--- src/rtl/npu_pkg.sv ---
// Shared types for the NPU phase sequencer: state and command encodings, status bit positions.
package npu_pkg;

    typedef enum logic [2:0] {
        ST_IDLE   = 3'd0,
        ST_LOAD   = 3'd1,
        ST_LOADED = 3'd2,
        ST_CONV   = 3'd3,
        ST_DENSE  = 3'd4,
        ST_DONE   = 3'd5,
        ST_ERROR  = 3'd6
    } state_t;

    typedef enum logic [1:0] {
        CMD_NOP   = 2'd0,
        CMD_LOAD  = 2'd1,
        CMD_RUN   = 2'd2,
        CMD_ABORT = 2'd3
    } cmd_t;

    localparam int unsigned STATUS_STATE_LSB = 0;
    localparam int unsigned STATUS_BUSY      = 3;
    localparam int unsigned STATUS_ERR_TO    = 4;
    localparam int unsigned STATUS_ERR_CMD   = 5;
    localparam int unsigned STATUS_DONE      = 6;

    // Phases guarded by the watchdog and reported as busy.
    function automatic logic in_phase(state_t s);
        return (s == ST_LOAD) || (s == ST_CONV) || (s == ST_DENSE);
    endfunction

endpackage

--- src/rtl/npu_sequencer_if.sv ---
// Command, loader and engine handshake bundle of the NPU sequencer.
interface npu_sequencer_if;
    logic        cmd_valid;
    logic [1:0]  cmd;
    logic        cmd_ready;
    logic        load_start;
    logic        load_busy;
    logic        conv_start;
    logic        conv_done;
    logic        dense_start;
    logic        dense_done;
    logic        busy;
    logic        irq;
    logic [7:0]  status;
    logic [31:0] perf_cycles;

    // master: the sequencer itself; slave: host register block plus loader/engines.
    modport master (
        input  cmd_valid, cmd, load_busy, conv_done, dense_done,
        output cmd_ready, load_start, conv_start, dense_start, busy, irq, status, perf_cycles
    );

    modport slave (
        output cmd_valid, cmd, load_busy, conv_done, dense_done,
        input  cmd_ready, load_start, conv_start, dense_start, busy, irq, status, perf_cycles
    );
endinterface

--- src/rtl/npu_watchdog.sv ---
// Phase watchdog: cleared on phase entry, counts while enabled, flags expiry on the last allowed cycle.
module npu_watchdog #(
    parameter int unsigned           TIMEOUT_W      = 24,
    parameter logic [TIMEOUT_W-1:0]  TIMEOUT_CYCLES = 24'd1000000
) (
    input  logic clk,
    input  logic reset,
    input  logic clear_i,
    input  logic enable_i,
    output logic expired_o
);

    localparam logic [TIMEOUT_W-1:0] LAST = TIMEOUT_CYCLES - TIMEOUT_W'(1);

    logic [TIMEOUT_W-1:0] count_q;

    always_ff @(posedge clk) begin
        if (reset || clear_i) begin
            count_q <= '0;
        end else if (enable_i && (count_q < LAST)) begin
            count_q <= count_q + TIMEOUT_W'(1);
        end
    end

    // Expiry is asserted during the TIMEOUT_CYCLES-th cycle so the FSM leaves on that edge.
    assign expired_o = enable_i && (count_q >= LAST);

endmodule

--- src/rtl/npu_sequencer.sv ---
// NPU top-level phase controller: LOAD -> CONV -> DENSE with watchdog and command checking.
// Optional macro NPU_SEQ_PERF_EN enables the CONV+DENSE cycle counter on perf_cycles.
module npu_sequencer
    import npu_pkg::*;
#(
    parameter int unsigned           TIMEOUT_W      = 24,
    parameter logic [TIMEOUT_W-1:0]  TIMEOUT_CYCLES = 24'd1000000
) (
    input  logic              clk,
    input  logic              reset,
    npu_sequencer_if.master   bus
);

    state_t state_q, state_d;
    logic   load_start_q, load_start_d;
    logic   conv_start_q, conv_start_d;
    logic   dense_start_q, dense_start_d;
    logic   cmd_ready_q, cmd_ready_d;
    logic   err_to_q, err_to_d;
    logic   err_cmd_q, err_cmd_d;
    logic   seen_busy_q, seen_busy_d;
    logic   wd_clear, wd_expired, accept;
    cmd_t   cmd_in;

    assign cmd_in = cmd_t'(bus.cmd);
    assign accept = bus.cmd_valid && bus.cmd_ready;

    always_comb begin
        state_d       = state_q;
        load_start_d  = 1'b0;
        conv_start_d  = 1'b0;
        dense_start_d = 1'b0;
        err_to_d      = err_to_q;
        err_cmd_d     = err_cmd_q;
        seen_busy_d   = seen_busy_q || ((state_q == ST_LOAD) && bus.load_busy);

        unique case (state_q)
            ST_LOAD: begin
                if (seen_busy_q && !bus.load_busy) state_d = ST_LOADED;
                else if (wd_expired) begin
                    state_d  = ST_ERROR;
                    err_to_d = 1'b1;
                end
            end
            ST_CONV: begin
                if (bus.conv_done) begin
                    state_d       = ST_DENSE;
                    dense_start_d = 1'b1;
                end else if (wd_expired) begin
                    state_d  = ST_ERROR;
                    err_to_d = 1'b1;
                end
            end
            ST_DENSE: begin
                if (bus.dense_done) state_d = ST_DONE;
                else if (wd_expired) begin
                    state_d  = ST_ERROR;
                    err_to_d = 1'b1;
                end
            end
            default: ;
        endcase

        // Commands override phase progress; illegal ones only raise err_cmd and let the phase continue.
        if (accept) begin
            unique case (cmd_in)
                CMD_LOAD: begin
                    if (state_q inside {ST_IDLE, ST_LOADED, ST_DONE}) begin
                        state_d      = ST_LOAD;
                        load_start_d = 1'b1;
                        err_to_d     = 1'b0;
                        err_cmd_d    = 1'b0;
                        seen_busy_d  = 1'b0;
                    end else begin
                        err_cmd_d = 1'b1;
                    end
                end
                CMD_RUN: begin
                    if (state_q inside {ST_LOADED, ST_DONE}) begin
                        state_d      = ST_CONV;
                        conv_start_d = 1'b1;
                    end else begin
                        err_cmd_d = 1'b1;
                    end
                end
                CMD_ABORT: begin
                    state_d       = ST_IDLE;
                    load_start_d  = 1'b0;
                    dense_start_d = 1'b0;
                    seen_busy_d   = 1'b0;
                end
                default: ;
            endcase
        end

        cmd_ready_d = !(load_start_d || conv_start_d || dense_start_d);
    end

    always_ff @(posedge clk) begin
        if (reset) begin
            state_q       <= ST_IDLE;
            load_start_q  <= 1'b0;
            conv_start_q  <= 1'b0;
            dense_start_q <= 1'b0;
            cmd_ready_q   <= 1'b1;
            err_to_q      <= 1'b0;
            err_cmd_q     <= 1'b0;
            seen_busy_q   <= 1'b0;
        end else begin
            state_q       <= state_d;
            load_start_q  <= load_start_d;
            conv_start_q  <= conv_start_d;
            dense_start_q <= dense_start_d;
            cmd_ready_q   <= cmd_ready_d;
            err_to_q      <= err_to_d;
            err_cmd_q     <= err_cmd_d;
            seen_busy_q   <= seen_busy_d;
        end
    end

    assign wd_clear = in_phase(state_d) && (state_d != state_q);

    npu_watchdog #(
        .TIMEOUT_W      (TIMEOUT_W),
        .TIMEOUT_CYCLES (TIMEOUT_CYCLES)
    ) u_watchdog (
        .clk       (clk),
        .reset     (reset),
        .clear_i   (wd_clear),
        .enable_i  (in_phase(state_q)),
        .expired_o (wd_expired)
    );

`ifdef NPU_SEQ_PERF_EN
    logic [31:0] perf_q;

    always_ff @(posedge clk) begin
        if (reset) begin
            perf_q <= '0;
        end else if (conv_start_d) begin
            perf_q <= '0;
        end else if (((state_q == ST_CONV) || (state_q == ST_DENSE)) && (perf_q != '1)) begin
            perf_q <= perf_q + 32'd1;
        end
    end

    assign bus.perf_cycles = perf_q;
`else
    assign bus.perf_cycles = '0;
`endif

    always_comb begin
        bus.status                                    = '0;
        bus.status[STATUS_STATE_LSB +: 3]             = state_q;
        bus.status[STATUS_BUSY]                       = in_phase(state_q);
        bus.status[STATUS_ERR_TO]                     = err_to_q;
        bus.status[STATUS_ERR_CMD]                    = err_cmd_q;
        bus.status[STATUS_DONE]                       = (state_q == ST_DONE);
    end

    // cmd_ready is forced low while reset is held so nothing is accepted in the reset cycle.
    assign bus.cmd_ready   = cmd_ready_q && !reset;
    assign bus.load_start  = load_start_q;
    assign bus.conv_start  = conv_start_q;
    assign bus.dense_start = dense_start_q;
    assign bus.busy        = in_phase(state_q);
    assign bus.irq         = (state_q == ST_DONE) || (state_q == ST_ERROR);

endmodule

--- src/flat_wrapper.sv ---
// flat-port wrapper written by rule: the top's interface ports become plain ports
module npu_sequencer_flat import npu_pkg::*;
#(
    parameter int unsigned           TIMEOUT_W      = 24,
    parameter logic [TIMEOUT_W-1:0]  TIMEOUT_CYCLES = 24'd1000000
)
  (clk, reset, bus_cmd_valid, bus_cmd, bus_load_busy, bus_conv_done, bus_dense_done, bus_cmd_ready, bus_load_start, bus_conv_start, bus_dense_start, bus_busy, bus_irq, bus_status, bus_perf_cycles);
  npu_sequencer_if bus_i ();
  input  logic clk;
  input  logic reset;
  input wire logic [$bits(bus_i.cmd_valid)-1:0] bus_cmd_valid;
  input wire logic [$bits(bus_i.cmd)-1:0] bus_cmd;
  input wire logic [$bits(bus_i.load_busy)-1:0] bus_load_busy;
  input wire logic [$bits(bus_i.conv_done)-1:0] bus_conv_done;
  input wire logic [$bits(bus_i.dense_done)-1:0] bus_dense_done;
  output wire logic [$bits(bus_i.cmd_ready)-1:0] bus_cmd_ready;
  output wire logic [$bits(bus_i.load_start)-1:0] bus_load_start;
  output wire logic [$bits(bus_i.conv_start)-1:0] bus_conv_start;
  output wire logic [$bits(bus_i.dense_start)-1:0] bus_dense_start;
  output wire logic [$bits(bus_i.busy)-1:0] bus_busy;
  output wire logic [$bits(bus_i.irq)-1:0] bus_irq;
  output wire logic [$bits(bus_i.status)-1:0] bus_status;
  output wire logic [$bits(bus_i.perf_cycles)-1:0] bus_perf_cycles;
  assign bus_i.cmd_valid = bus_cmd_valid;
  assign bus_i.cmd = bus_cmd;
  assign bus_i.load_busy = bus_load_busy;
  assign bus_i.conv_done = bus_conv_done;
  assign bus_i.dense_done = bus_dense_done;
  assign bus_cmd_ready = bus_i.cmd_ready;
  assign bus_load_start = bus_i.load_start;
  assign bus_conv_start = bus_i.conv_start;
  assign bus_dense_start = bus_i.dense_start;
  assign bus_busy = bus_i.busy;
  assign bus_irq = bus_i.irq;
  assign bus_status = bus_i.status;
  assign bus_perf_cycles = bus_i.perf_cycles;
  npu_sequencer #(.TIMEOUT_W(TIMEOUT_W), .TIMEOUT_CYCLES(TIMEOUT_CYCLES)) u_core (.clk(clk), .reset(reset), .bus(bus_i));
endmodule
--- config.mk ---
export PLATFORM = sky130hd
export DESIGN_NAME = npu_sequencer_flat
export DESIGN_NICKNAME = d
export VERILOG_FILES = /design/src/rtl/npu_pkg.sv /design/src/rtl/npu_sequencer_if.sv /design/src/rtl/npu_watchdog.sv /design/src/rtl/npu_sequencer.sv /design/src/flat_wrapper.sv
export SDC_FILE = /design/constraint.sdc
export NUM_CORES = 1
export LEC_CHECK = 0
export ABC_AREA = 1
export CORE_ASPECT_RATIO = 1.25
export CORE_UTILIZATION = 50
export CTS_CLUSTER_SIZE = 12
export DETAILED_ROUTE_END_ITERATION = 10
export GPL_TIMING_DRIVEN = 0
export PLACE_DENSITY_LB_ADDON = 0.2
export SLEW_MARGIN = 20
export SYNTH_ARGS = -nofsm -noshare
export SYNTH_HDL_FRONTEND = slang
export SYNTH_HIERARCHICAL = 1
export SYNTH_SLANG_ARGS = --single-unit
--- constraint.sdc ---
create_clock -name clk -period 4.4 [get_ports clk]
set_input_delay 1.32 -clock clk [delete_from_list [all_inputs] [get_ports clk]]
set_output_delay 1.32 -clock clk [all_outputs]
set_load 0.03 [all_outputs]
**Word-level counts from Yosys, hierarchy flattened**

Cells that the tools add are included.

- Register bits: 34
- Bits of input ports: 8
- Output and inout bits: 46
- Logic and storage cells: 83

- Add/sub/neg operators: 1
- $lt $le $gt $ge: 2
- Equality and inequality tests: 14
- Multiplexer cells: 33
- Reduce and logical (&&, ||, !) cells: 24

Operators by type and width:

| cell | number |
|---|---|
| $add A24 B1 Y24 const B | 1 |
| $ge A24 B20 Y1 const B | 1 |
| $lt A24 B20 Y1 const B | 1 |
| $mux W1 | 21 |
| $mux W3 | 7 |
| $pmux W3 S3 | 2 |
| $eq A3 B3 Y1 const B | 4 |
| $eq A3 B2 Y1 const B | 3 |
| $logic_or A1 B1 Y1 | 9 |
| $logic_and A1 B1 Y1 | 7 |
| $eq A3 B1 Y1 const B | 2 |
| $eq A2 B2 Y1 const B | 2 |
| $pmux W1 S2 | 2 |
| $reduce_bool A2 Y1 | 2 |
| $logic_not A1 Y1 | 3 |
| $logic_not A3 Y1 | 1 |
| $ne A3 B3 Y1 | 1 |
| $pmux W1 S3 | 1 |
| $reduce_and A3 Y1 | 1 |
| $reduce_bool A3 Y1 | 1 |
| $eq A2 B1 Y1 const B | 1 |
| $ne A2 B2 Y1 const B | 1 |

**Depth between registers and ports, before layout**

Gate-level depths: netlist (run 1).

- Depth in word-level cells: 15
- Depth in mapped cells: 15
- Mapped depth without buffers: 15

**Cells and area by module**

Netlist (run 1), hierarchy kept.

Modules (own cells, without submodules):

| module | instances | cells each | area each (µm²) |
|---|---|---|---|
| npu_watchdog | 1 | 231 | 1552.7 |
| npu_sequencer | 1 | 141 | 907.1 |

**Least setup slack after synthesis (run 1)**

No wires, ideal clock.

- Path type: register -> output
- Start: register u_core.state_q[0]
- End: output bus_status[3]
- Data arrival time: 1842 ps
- Data required time: 3080 ps
- Setup slack: 1238 ps
- Cell stages (with the launch flop): 6
- Path buffers: 2
- Path through: dfxtp_1 -> buf_4 -> inv_2 -> nand2_1 -> o21ai_0 -> buf_4

- Word-level cells in the longest chain between the ends: 3

Ends and longest elaborated chain:

| item | RTL line | source |
|---|---|---|
| start, declared | npu_sequencer.sv:14 | `state_t state_q, state_d;` |
| start signal, assigned | npu_sequencer.sv:110 | `state_q <= state_d;` |
| $eq A3 B1 Y1 / $eq A3 B2 Y1 (equally long branches) | -- |  |
| $logic_or A1 B1 Y1 | -- |  |
| $logic_or A1 B1 Y1 (*) | -- |  |
| end, declared | flat_wrapper.sv:22 | `output wire logic [$bits(bus_i.status)-1:0] bus_status;` |

Every way passes the cells marked *; elsewhere a longest branch is shown, timed or not.

**Final worst setup path (run 1)**

- Start: input reset
- End: output bus_cmd_ready

- Word-level cells in the longest chain between the ends: 2

Ends and longest elaborated chain:

| item | RTL line | source |
|---|---|---|
| start, declared | flat_wrapper.sv:10 | `input logic reset;` |
| $logic_not A1 Y1 | npu_sequencer.sv:162 | `assign bus.cmd_ready = cmd_ready_q && !reset;` |
| $logic_and A1 B1 Y1 | npu_sequencer.sv:162 |  |
| end, declared | flat_wrapper.sv:16 | `output wire logic [$bits(bus_i.cmd_ready)-1:0] bus_cmd_ready;` |

Every way passes these cells.

==> metrics.txt, run 1 <==
Max rail drop VDD 195 µV; worst reg2reg path endpoint u_core/state_q[0]; area delta synth->final 20.5%; CP Capture Type output port; layout cells sized above 1 22.9%; via count 2261; class of the worst hold path flop to flop; Hold Crit Start u_core/u_watchdog/count_q[21]; initial antenna violation count 0; sequential-to-total area share from yosys stat 27.7%; flop and latch count out of synthesis 34; chip width 64.7 µm; Nets 440; reg-to-reg startpoint u_core/state_q[0]; clk_skew 0.00585 ns; Post-Place Cell Area 2860 µm²; RSZ-0062 raised after global routing no; Die ar. 5210 µm²; nature of the critical path startpoint input pin; Post-CTS Setup Bufs 0; post-synth top area share 27.7%; DRT iter0 DRCs 82; post-cts resize count 0; Post-Layout Cell Count 492; post-synthesis cell count 372; WHS Endpoint u_core/u_watchdog/count_q[21]; core area 4730 µm²; Skew-Pair Late Insertion Delay 0.29 ns; # diodes 0; r2r setup slk 1.94 ns; Tcrit/Tclk final 94.8%; slew margin rel. 61.4%; Syn Area/Cell 6.61 µm²; Ports 54; IO buf count 20; critical-path maximum fanout 8; Hold Path Stages 2; max-cap violations 0; final WL 5.03 mm; clk slew on worst S/H paths 0.07 ns; CTS Hold Buffers Added 0; CTS Buffer Depth 2; total gr overflow 0; initial core utilization 52.0%; CTS H-tree depth 2; TritonCTS Buffers 5; cell taking the most area after synthesis dfxtp_1; Rows 28; Critical Path AT 2.85 ns; CTS tree yes; Finished Cell Area 2960 µm²; Sum Neg Setup Slack 0 ns; Fillers 469; Least-Margin Pin Slew 0.576 ns; library cells used by synthesis 31; WL/cell 10.2 µm; status finished clean; R2R cell count 15; post-DP HPWL 3.96 mm; Routed Antenna Nets 0; fmax 240 MHz; pin count of the biggest net entering global routing 12; Pleak 1.38 nW; Synth Warn # 6; Post-Syn Area 2460 µm²; DRC 0; Final Hold Vio Count 0; Req. time, crit path 3.08 ns; drt first pass iters 5; minimum clock period 4.17 ns; Vias per Instance 4.60; Power Density 234 nW/µm²; Clock Sinks 34; Max Transition Viols Final 0; top cells by area, synth dfxtp_1 (28%), nand2_1 (14%), buf_4 (12%); vias in the first global route 1965; Final Setup Violations 0; Crit Path Class input pin to output port; Final Wtd Congestion 0.885; first-pass GRT wire length 8.58 mm; dpl cells 484; Root Driver clkbuf_8; Tot GR Track Use 21.5%; Die Y 80.4 µm
## worst max-delay path, cell delays in order
cell	delay, ns
clkdlybuf4s50_1	0.59
nor2_2	0.25
clkdlybuf4s50_1	0.69
## worst max-delay path by stage
stage                            startpoint            end  slack (ns)  cells past startpoint
after global placement                reset  bus_cmd_ready        0.20                      3
after detailed placement              reset  bus_cmd_ready        0.19                      3
after floorplan           u_core/state_q[0]  bus_status[3]        1.24                      5
final                                 reset  bus_cmd_ready        0.23                      3
after global routing                  reset  bus_cmd_ready        0.13                      3
after CTS                             reset  bus_cmd_ready        0.21                      3
## cells in the final DEF, fill, tap and decap left out, types with 10 or more instances in the layout
master           synthesis  final
nand3_1                 21     21
nor2_1                  59     59
nand2_1                 92     92
buf_4                   38     38
inv_1                   33     33
clkdlybuf4s50_1          0     20
conb_1                   1     33
dfxtp_1                 34     34
inv_2                   10     10
nand3_2                 14     14
a21oi_1                 11     11
## metrics by stage
stage / total power [mW] / hold WS (ns) / util [%] / worst slack, ns
6_report: 0.694 / 0.429 / 62.7 / 0.229
2_1_floorplan: 0.401 / 0.408 / - / 1.24
3_3_place_gp: 0.418 / 0.416 / 60.4 / 0.200
4_1_cts: 0.703 / 0.431 / 62.7 / 0.212
3_5_place_dp: 0.418 / 0.420 / 60.4 / 0.192
5_1_grt: 0.727 / 0.438 / 62.7 / 0.131
## registers in the layout, indices dropped and copies added (netlist names)
signal,cells
u_core/err_cmd_q,1
u_core/cmd_ready_q,1
u_core/bus.load_start,1
u_core/u_watchdog/count_q,24
u_core/err_to_q,1
u_core/bus.conv_start,1
u_core/state_q,3
u_core/bus.dense_start,1
u_core/seen_busy_q,1
## cell families after synthesis
logic type | share of synthesized area, %
AOI/OAI and AO/OA | 7.22
adders and majority gates | 0.509
and+or+nand+nor | 40.9
xor gates and xnor gates | 3.20
buffers and inverters | 20.3
DFF | 27.7
other | 0.152
## cell usage after synthesis, drive strengths merged
cell type / number
nand3b: 2
nor3b: 1
nand4: 5
nand2: 99
xnor2: 4
a21oi: 20
ha: 1
clkbuf: 1
buf: 42
nor3: 4
inv: 43
clkinv: 2
o21ai: 8
xor2: 5
nor2: 65
dfxtp: 34
conb: 1
nand3: 35
## layout make-up
class	count	area (µm²)	share of cell area, %
repair buffers	20	200	6.75
multi-input cells	282	1400	47.2
well taps	60	75.1	2.53
clock buffers	5	68.8	2.32
inverters	45	169	5.70
plain buffers	43	332	11.2
clock inverters	3	40.0	1.35
flip-flops and latches	34	681	23.0
## power by group
group          total, mW  internal (mW)  switching [mW]
sequential         0.310          0.309         0.00108
combinational      0.102         0.0361          0.0655
clock              0.282          0.167           0.115
## routing by layer
metal | routed length, µm | part of all wire (%) | track usage, % | vias up
met5 | 0 | 0 | 0 | -
li1 | - | - | - | 1207
met4 | 118 | 2.3 | 9.56 | 0
met2 | 2650 | 53 | 39.7 | 57
met3 | 204 | 4.1 | 4.26 | 10
met1 | 2060 | 41 | 23.3 | 987
Note: power is estimated with default switching activity, not from simulation.
==> run 2, diff against run 1 <==
ABC_AREA = 0   (was 1)
REMOVE_ABC_BUFFERS = 1   (was not set)
==> run 2 against run 1 <==
Net effect: total power decreased by 5.3%; combinational power decreased by 24%; wire length shrank 23%; critical endpoint unchanged; clock skew about the same; largest cell class unchanged; synthesized cell count shrank 33%; synthesized area is 13% lower; sequential power hardly changed.
==> metrics.txt, run 2 <==
status finished clean (unchanged); Rows 26 (was 28); Critical Path AT 2.88 ns (was 2.85 ns); Hold Crit Start u_core/u_watchdog/count_q[19] (was u_core/u_watchdog/count_q[21]); Post-Layout Cell Count 320 (was 492); Clock Sinks 34 (unchanged); Routed Antenna Nets 0 (unchanged); Max rail drop VDD 175 µV (was 195 µV); DRT iter0 DRCs 76 (was 82); Pleak 0.934 nW (was 1.38 nW); Root Driver clkbuf_8 (unchanged); Final Wtd Congestion 0.845 (was 0.885); initial core utilization 52.0% (about the same); Final Hold Vio Count 0 (unchanged); Least-Margin Pin Slew 0.527 ns (was 0.576 ns); CP Capture Type output port (unchanged); TritonCTS Buffers 5 (unchanged); sequential-to-total area share from yosys stat 31.9% (was 27.7%); critical-path maximum fanout 16 (was 8); Vias per Instance 5.13 (was 4.60); CTS Buffer Depth 2 (unchanged); CTS H-tree depth 2 (unchanged); top cells by area, synth dfxtp_1 (32%), buf_4 (13%), nand2_1 (3.5%) (was dfxtp_1 (28%), nand2_1 (14%), buf_4 (12%)); IO buf count 20 (unchanged); Die ar. 4530 µm² (was 5210 µm²); area of the multi-input gates 1220 µm² (was 1400 µm²); Power Density 285 nW/µm² (was 234 nW/µm²); Final Setup Violations 0 (unchanged); Post-CTS Setup Bufs 0 (unchanged); cell taking the most area after synthesis dfxtp_1 (unchanged); Tot GR Track Use 18.7% (was 21.5%); Crit Path Class input pin to output port (unchanged); dpl cells 312 (was 484); class of the worst hold path flop to flop (unchanged); vias in the first global route 1430 (was 1965); critical-path cell list clkdlybuf4s50_1, nor2b_1, clkdlybuf4s50_1 (was clkdlybuf4s50_1, nor2_2, clkdlybuf4s50_1); library cells used by synthesis 63 (was 31); post-synth top area share 31.9% (was 27.7%); Post-Syn Area 2130 µm² (was 2460 µm²); chip width 60.4 µm (was 64.7 µm); first-pass GRT wire length 6.40 mm (was 8.58 mm); CP dominant cell by count clkdlybuf4s50_1 (unchanged); Tcrit/Tclk final 95.5% (was 94.8%); Nets 272 (was 440); RSZ-0062 raised after global routing no (unchanged); initial antenna violation count 0 (unchanged); post-cts resize count 0 (unchanged); reg-to-reg startpoint u_core/u_watchdog/count_q[0] (was u_core/state_q[0]); # diodes 0 (unchanged); total gr overflow 0 (unchanged); fmax 238 MHz (was 240 MHz); Slowest cell on crit path clkdlybuf4s50_1 (unchanged); max-cap violations 0 (unchanged); Post-synth EDFFs 0 (unchanged); WL/cell 12.0 µm (was 10.2 µm); clk slew on worst S/H paths 0.07 ns (about the same); commonest non-fill, non-tap cells in the layout dfxtp_1 (34), conb_1 (33), clkdlybuf4s50_1 (20), nand2_1 (20), nor2_1 (18) (was nand2_1 (92), nor2_1 (59), buf_4 (38)); Ports 54 (unchanged); crit path buf inv count 2 (unchanged); main flop type after synthesis dfxtp_1 (unchanged); Most flops, register u_core/u_watchdog/count_q (unchanged); via count 1640 (was 2261); nature of the critical path startpoint input pin (unchanged); Max stage delay on crit path 0.69 ns (about the same); Post-Place Cell Area 2190 µm² (was 2860 µm²); slew margin rel. 64.9% (was 61.4%); CTS tree yes (unchanged); Max Transition Viols Final 0 (unchanged); final worst slack 0.199 ns (was 0.229 ns); post-synthesis cell count 248 (was 372); crit path launch reset (unchanged); area delta synth->final 8.10% (was 20.5%); Synth Warn # 6 (unchanged); pin count of the biggest net entering global routing 17 (was 12); top flop regs u_core/u_watchdog/count_q x24, u_core/state_q x3 (unchanged); clk_skew 0.00566 ns (was 0.00585 ns); Synth top cells by count buf_4 (37), dfxtp_1 (34), nand2_1 (20), nor2_1 (19), a21oi_1 (13) (was nand2_1 (92), nor2_1 (59), buf_4 (38), dfxtp_1 (34), inv_1 (33)); Skew-Pair Late Insertion Delay 0.28 ns (was 0.29 ns); final WL 3.85 mm (was 5.03 mm); post-DP HPWL 2.86 mm (was 3.96 mm); CTS Hold Buffers Added 0 (unchanged); commonest non-fill, non-tap cell in the layout dfxtp_1 (was nand2_1); crit-path leading delay family buffers and inverters (unchanged); register area 681 µm² (unchanged); drt first pass iters 4 (was 5); core area 4100 µm² (was 4730 µm²); Die Y 75.0 µm (was 80.4 µm); Largest register FFs 24 (unchanged); asr flop ratio synth 0% (unchanged); Req. time, crit path 3.08 ns (about the same); Fillers 398 (was 469); DRC 0 (unchanged); Syn Area/Cell 8.59 µm² (was 6.61 µm²); Finished Cell Area 2300 µm² (was 2960 µm²); minimum clock period 4.20 ns (was 4.17 ns); pre-CTS WS -0.275 ns (was 0.192 ns); cell with the most instances after synthesis buf_4 (was nand2_1); flop and latch count out of synthesis 34 (unchanged); layout cells sized above 1 10.2% (was 22.9%)
run 2: cell families (layout without fill, tap and decap cells):
group | after synthesis | after routing | share of synthesized area [%]
DFF | 34 | 34 | 31.9
muxes | 7 | 7 | 3.29
adders and majority gates | 1 | 1 | 0.587
other | 1 | 33 | 0.176
buffers and inverters | 49 | 33 | 16.4
AOI/OAI and AO/OA | 47 | 47 | 15.9
xor gates and xnor gates | 5 | 5 | 2.06
and+or+nand+nor | 104 | 104 | 29.7
run 2: layout make-up:
class	count	area share (%)
multi-input cells	197	53.1
flip-flops and latches	34	29.5
repair buffers	20	8.69
clock buffers	8	4.78
well taps	56	3.04
inverters	5	0.815
run 2: through the flow:
step	hold WS, ns	TNS, ns	power [mW]	util [%]
after floorplan	0.425	0	0.377	-
after global placement	0.450	-0.295	0.395	53.4
after detailed placement	0.447	-0.275	0.396	53.4
after CTS	0.457	0	0.667	56.1
after global routing	0.478	0	0.686	56.2
final	0.458	0	0.657	56.2
run 2: routing by layer:
metal / GRT usage (%) / part of all wire (%) / up-vias
met5: 0 / 0 / -
met4: 5.43 / 0.75 / 0
met3: 4.64 / 3.8 / 4
met2: 31.0 / 49 / 40
met1: 23.8 / 47 / 745
li1: - / - / 851
run 2: final timing paths:
check | endpoint | slack [ns] | cells after the start
setup / recovery | bus_cmd_ready | 0.20 | 3
hold reg to reg | u_core/u_watchdog/count_q[19] | 0.46 | 2
setup reg to reg | u_core/u_watchdog/count_q[19] | 0.54 | 14
hold / removal | u_core/u_watchdog/count_q[19] | 0.46 | 2
run 2: report_power, final:
group	total, mW	internal [mW]	switching (mW)
Clock	0.268	0.158	0.110
Combinational	0.0772	0.0171	0.0601
Sequential	0.312	0.310	0.00219
run 2: worst register-to-register path, delay by kind of cell, from the launching register on:
family	cells	cell delay (ns)
AOI/OAI and AO/OA	7	1.45
adders and majority gates	1	0.25
DFF	1	0.35
muxes	1	0.25
and+or+nand+nor	5	1.52
